[src/rtl/pc_unit_pkg.sv]
// Shared definitions for the program-counter stage: next-PC select codes and the address width.
`default_nettype none

package pc_unit_pkg;

  localparam int PC_ADDR_W = 10;
  localparam int PC_OFF_W  = 8;

  typedef enum logic [2:0] {
    PC_INC  = 3'b000,
    PC_JMP  = 3'b001,
    PC_BR   = 3'b010,
    PC_CALL = 3'b011,
    PC_RET  = 3'b100
  } pc_sel_e;

endpackage

`default_nettype wire

[src/rtl/pc_unit_return_stack.sv]
// Return-address LIFO. Pushes when full and pops when empty are ignored; popped
// storage is left intact, so only count defines which entries are valid.
`default_nettype none

module return_stack #(
  parameter int DEPTH = 4,
  parameter int WIDTH = 10
) (
  input  logic                     clk,
  input  logic                     reset,
  input  logic                     push,
  input  logic                     pop,
  input  logic [WIDTH-1:0]         din,
  output logic [WIDTH-1:0]         top,
  output logic [$clog2(DEPTH):0]   count,
  output logic                     full,
  output logic                     empty
);

  localparam int PTR_W = $clog2(DEPTH);
  localparam int CNT_W = PTR_W + 1;

  logic [WIDTH-1:0] mem [DEPTH];
  logic [PTR_W-1:0] wr_ptr;
  logic [PTR_W-1:0] top_ptr;

  // DEPTH is a power of two, so the low count bits index the next free slot
  // and wrap to DEPTH-1 for the top when the stack is full.
  assign wr_ptr  = count[PTR_W-1:0];
  assign top_ptr = wr_ptr - PTR_W'(1);
  assign top     = mem[top_ptr];
  assign full    = (count == CNT_W'(DEPTH));
  assign empty   = (count == '0);

  always_ff @(posedge clk or negedge reset) begin
    if (!reset) begin
      count <= '0;
      for (int i = 0; i < DEPTH; i++) begin
        mem[i] <= '0;
      end
    end else if (push && !full) begin
      mem[wr_ptr] <= din;
      count       <= count + CNT_W'(1);
    end else if (pop && !empty) begin
      count <= count - CNT_W'(1);
    end
  end

endmodule

`default_nettype wire

[src/rtl/pc_unit.sv]
// Registered program counter with next-PC select (INC/JMP/BR/CALL/RET), a
// hardware return-address stack and sticky overflow/underflow flags.
`default_nettype none

module pc_unit
  import pc_unit_pkg::*;
#(
  parameter int                ADDR_W      = PC_ADDR_W,
  parameter int                STACK_DEPTH = 4,
  parameter logic [ADDR_W-1:0] RESET_PC    = '0
) (
  input  logic                         clk,
  input  logic                         reset,
  input  logic                         en,
  input  logic [2:0]                   sel,
  input  logic                         cond,
  input  logic [ADDR_W-1:0]            target,
  input  logic [PC_OFF_W-1:0]          offset,
  output logic [ADDR_W-1:0]            pc,
  output logic [ADDR_W-1:0]            pc_next,
  output logic [$clog2(STACK_DEPTH):0] sp,
  output logic                         stack_overflow,
  output logic                         stack_underflow
);

  logic [ADDR_W-1:0] inc;
  logic [ADDR_W-1:0] br_dest;
  logic [ADDR_W-1:0] stk_top;
  logic              stk_full;
  logic              stk_empty;
  logic              is_call;
  logic              is_ret;
  logic              push;
  logic              pop;

  assign inc     = pc + ADDR_W'(1);
  assign br_dest = inc + {{(ADDR_W-PC_OFF_W){offset[PC_OFF_W-1]}}, offset};
  assign is_call = (sel == PC_CALL);
  assign is_ret  = (sel == PC_RET);
  assign push    = en && is_call && !stk_full;
  assign pop     = en && is_ret && !stk_empty;

  always_comb begin
    pc_next = inc;
    case (sel)
      PC_JMP:  pc_next = target;
      PC_BR:   pc_next = cond ? br_dest : inc;
      PC_CALL: pc_next = target;
      PC_RET:  pc_next = stk_empty ? inc : stk_top;
      default: pc_next = inc;
    endcase
  end

  always_ff @(posedge clk or negedge reset) begin
    if (!reset) begin
      pc              <= RESET_PC;
      stack_overflow  <= 1'b0;
      stack_underflow <= 1'b0;
    end else if (en) begin
      pc <= pc_next;
      if (is_call && stk_full) begin
        stack_overflow <= 1'b1;
      end
      if (is_ret && stk_empty) begin
        stack_underflow <= 1'b1;
      end
    end
  end

  return_stack #(
    .DEPTH (STACK_DEPTH),
    .WIDTH (ADDR_W)
  ) u_return_stack (
    .clk   (clk),
    .reset (reset),
    .push  (push),
    .pop   (pop),
    .din   (inc),
    .top   (stk_top),
    .count (sp),
    .full  (stk_full),
    .empty (stk_empty)
  );

endmodule

`default_nettype wire
[config.mk]
export PLATFORM = sky130hd
export DESIGN_NAME = pc_unit
export DESIGN_NICKNAME = d
export VERILOG_FILES = /design/src/rtl/pc_unit_pkg.sv /design/src/rtl/pc_unit_return_stack.sv /design/src/rtl/pc_unit.sv
export SDC_FILE = /design/constraint.sdc
export NUM_CORES = 1
export LEC_CHECK = 0
export CAP_MARGIN = 5
export CORE_ASPECT_RATIO = 0.8
export CORE_MARGIN = 4
export CORE_UTILIZATION = 49
export CTS_CLUSTER_SIZE = 24
export DETAILED_ROUTE_END_ITERATION = 16
export PLACE_DENSITY = 0.76
export SLEW_MARGIN = 20
export SYNTH_ARGS = -nofsm -noshare
export SYNTH_HDL_FRONTEND = slang
export SYNTH_SLANG_ARGS = --single-unit
[constraint.sdc]
create_clock -name clk -period 2.8 [get_ports clk]
set_input_delay 0.28 -clock clk [delete_from_list [all_inputs] [get_ports clk]]
set_output_delay 0.28 -clock clk [all_outputs]
set_load 0.05 [all_outputs]
==> metrics.md <==
| Metric | Value |
|---|---|
| Synth area leader | `dfrtp_1` |
| CP Launch Type | `flip-flop` |
| CP Capture Type | `output port` |
| Worst-margin pin slew | `0.810 ns` |
| Critical Path, Cell by Cell | `buf_12, nand3_4, xor2_4, inv_2, ha_4, a21o_1, a21oi_4, buf_6, a21oi_1, or3_1, a21boi_2, buf_4, o31ai_4, buf_6` |
| Final Hold Viols | `0` |
| GRT Util Overall | `25.7%` |
| Max Clock Skew | `between 0.01 and 0.015 ns` |
| DR iter-0 viols | `approximately 250` |
| Pre-CTS WS | `-0.228 ns` |
| Top Family by Delay on Critical Path | `compound AO/OA/AOI/OAI gates` |
| Drt drc | `0` |
| Critical-path top delay cell | `dfrtp_4` |
| Global-route wire length before repair | `about 17,000 microns` |
| Crit path max fanout | `4` |
| CTS tree | `built` |
| Hpwl dp | `7330 microns` |
| Worst path bufs/invs | `5` |
| Remaining antenna violation count | `0` |
| Total grt overflow | `0` |
| Post-synthesis to final-layout area growth | `47.6%` |
| Syn Area/Cell | `9.47 sq um` |
| CTS max path bufs | `2` |
| Area contributors post-synth | `dfrtp_1 (40%), o21ai_0 (6.5%), mux4_1 (6.2%)` |
| Routability Congestion | `0.910` |
| Slew headroom | `between 40% and 50%` |
| Mapped Cells | `360` |
| Worst R2R Path Depth | `12` |
| Fin. max-slew vios | `0` |
| Initial antenna violation count | `0` |
| Largest net degree at the start of global routing | `32` |
| Initial Util | `51.9%` |
| Clk sinks | `55` |
| Asr flop ratio synth | `100%` |
| Syn Nets | `401` |
| Hold Crit Class | `in -> async` |
| LEAKAGE | `2.17 nW` |
| WP depth | `14` |
| Final cycle utilization of the critical path | `119%` |
| Post-synth EDFFs | `0` |
| Critical Path Most Common Cell | `buf_6` |
| Violated checks | `setup timing` |
| CP Data Required Time | `2.52 ns` |
| #FFs+latches synth | `55` |
| Post-Syn Area | `0.00341 sq mm` |
| Synth cell count leaders | `dfrtp_1 (55), nand2_1 (54), o21ai_0 (44)` |
| Count leader, synth | `dfrtp_1` |
| Area fraction of the dominant cell type after synthesis | `40.4%` |
| Core area | `around 0.0066 sq mm` |
| Layout cells sized above 1 | `34.6%` |
| Diodes inserted | `0` |
| Vias | `3,264` |
| Final instance area | `roughly 0.0050 sq mm` |
| Drt pass-1 iters | `5` |
| RSZ-0062 raised after global routing | `yes` |
| Skew-Pair Late Insertion Delay | `roughly 0.32 ns` |
| Final setup margin | `-0.545 ns` |
| CTS clk-pin slew, worst paths | `0.11 ns` |
| Die Ht | `82.6 microns` |
| Hold Buf Count CTS | `0` |
| Final setup fails | `6` |
| Post-layout net count | `503` |
| WL/cell | `just under 20 microns` |
| Yosys cell types | `54` |
| Critical Path AT | `3.06 ns` |
| Row count | `26` |
| Die area | `0.00836 sq mm` |
| Number of max-cap violations | `0` |
| Placed cell areas | `0.00457 sq mm` |
| Most used DFF post-synth | `dfrtp_1` |
| H-tree levels | `2` |
| I/O pins | `50` |
| Final cell count without fillers | `547` |
| Min Tclk post-route | `3.34 ns` |
| FMAX | `roughly 0.30 GHz` |
| DR vias/cell | `roughly 6` |
| PwrDens | `around 1100 mW/mm^2` |
| Placed Instances | `519` |
| Status | `complete, but fails checks` |
| I/O Buffers | `49` |
| Die W | `101 microns` |
| Maximum VDD drop | `0.00103 V` |
| Max incr delay on CP | `0.52 ns` |
| Worst Path Class, Setup | `reg -> out` |
| Routed Wire Length | `10,900 microns` |
| Fin Setup TNS | `-2.26 ns` |
| Vias in the first global route | `3,367` |
| Clock root buffer | `clkbuf_8` |
| TritonCTS Buffers | `5` |
| Yosys warning count | `0` |
| Sequential area share after synthesis | `40.4%` |
-- placed cells by master (no fill, tap or decap), types with 6 or more instances in the layout --
| cell | count |
|---|---|
| ha_4 | 6 |
| inv_1 | 11 |
| clkdlybuf4s50_1 | 38 |
| o21ai_0 | 40 |
| inv_2 | 6 |
| buf_12 | 9 |
| a21oi_1 | 18 |
| dfrtp_2 | 6 |
| nand2_1 | 52 |
| mux2_2 | 6 |
| buf_4 | 58 |
| nor2_1 | 24 |
| dfrtp_1 | 46 |
| mux4_1 | 8 |
| clkbuf_8 | 6 |
-- where the power goes --
part / total, mW / leakage, nW / internal (mW) / switching, mW
Combinational: 3.80 / 1.44 / 1.76 / 2.04
Clock: 0.485 / 0.0474 / 0.203 / 0.282
Sequential: 1.38 / 0.689 / 1.14 / 0.238
Total: 5.66 / 2.17 / 3.11 / 2.56
-- final timing paths --
check | from | endpoint | slack (ns)
min in group clk | u_return_stack.mem[7] | u_return_stack.mem[7] | 0.48
hold reg to reg | u_return_stack.mem[7] | u_return_stack.mem[7] | 0.48
setup reg to reg | pc[2] | pc[5] | 0
setup / recovery | pc[2] | pc_next[7] | -0.54
max in group asynchronous | reset | u_return_stack.mem[39] | 2.07
hold / removal | reset | pc[9] | 0.03
-- repair_timing --
action                                  4_1_cts  5_1_grt
pin swaps                                    26       14
buffers inserted                             15        5
gates resized for setup                      25       24
endpoints found under the setup margin        8       11
-- metrics by stage --
stage / utilization (%) / hold slack [ns] / total power [mW]
5_1_grt: 76.6 / 0.0775 / 5.98
6_report: 76.6 / 0.0312 / 5.66
2_1_floorplan: - / -0.0156 / 3.41
3_3_place_gp: 69.5 / 0.387 / 4.50
3_5_place_dp: 69.5 / 0.402 / 4.60
4_1_cts: 74.3 / 0.0629 / 5.34
-- worst reg2reg max path: cells and delay by family, from the launching register on --
family | cells | cell delay (ns)
xor+xnor | 2 | 0.24
mux | 1 | 0.27
buf+inv | 4 | 0.58
fa+ha+maj | 1 | 0.33
simple gates | 3 | 0.38
flops | 1 | 0.52
compound gates | 1 | 0.39
-- cells by family after synthesis --
kind of cell             Yosys count  synth area share, %
AO/OA/AOI/OAI                    106                 19.0
XOR/XNOR                          13                 3.34
adder cells (fa/ha/maj)           16                 6.31
buffers and inverters             34                 4.26
flip-flops                        55                 40.4
multiplexers                      20                 10.8
AND/OR/NAND/NOR                  116                 15.9
-- state kept, by name (all words and copies together), names as in the netlist --
register	count
pc	10
stack_overflow	1
stack_underflow	1
u_return_stack.count	3
u_return_stack.mem	40
-- final cells by class --
type	count	area (sq um)
clock buffer	6	82.6
fill	431	1540
timing repair buffer	112	1070
clock inverter	2	16.3
multi-input combinational	271	2300
sequential	55	1400
tap	84	105
inverter	17	63.8
-- routing by layer --
metal | track usage, % | wire length (microns) | up-vias | share of wire (%)
li1 | - | - | 1497 | -
met2 | 44.2 | 5300 | 143 | 49
met5 | 0 | 0 | - | 0
met3 | 4.79 | 716 | 28 | 6.6
met4 | 5.05 | 252 | 0 | 2.3
met1 | 34.4 | 4610 | 1596 | 42
(Power assumes the default switching activity.)
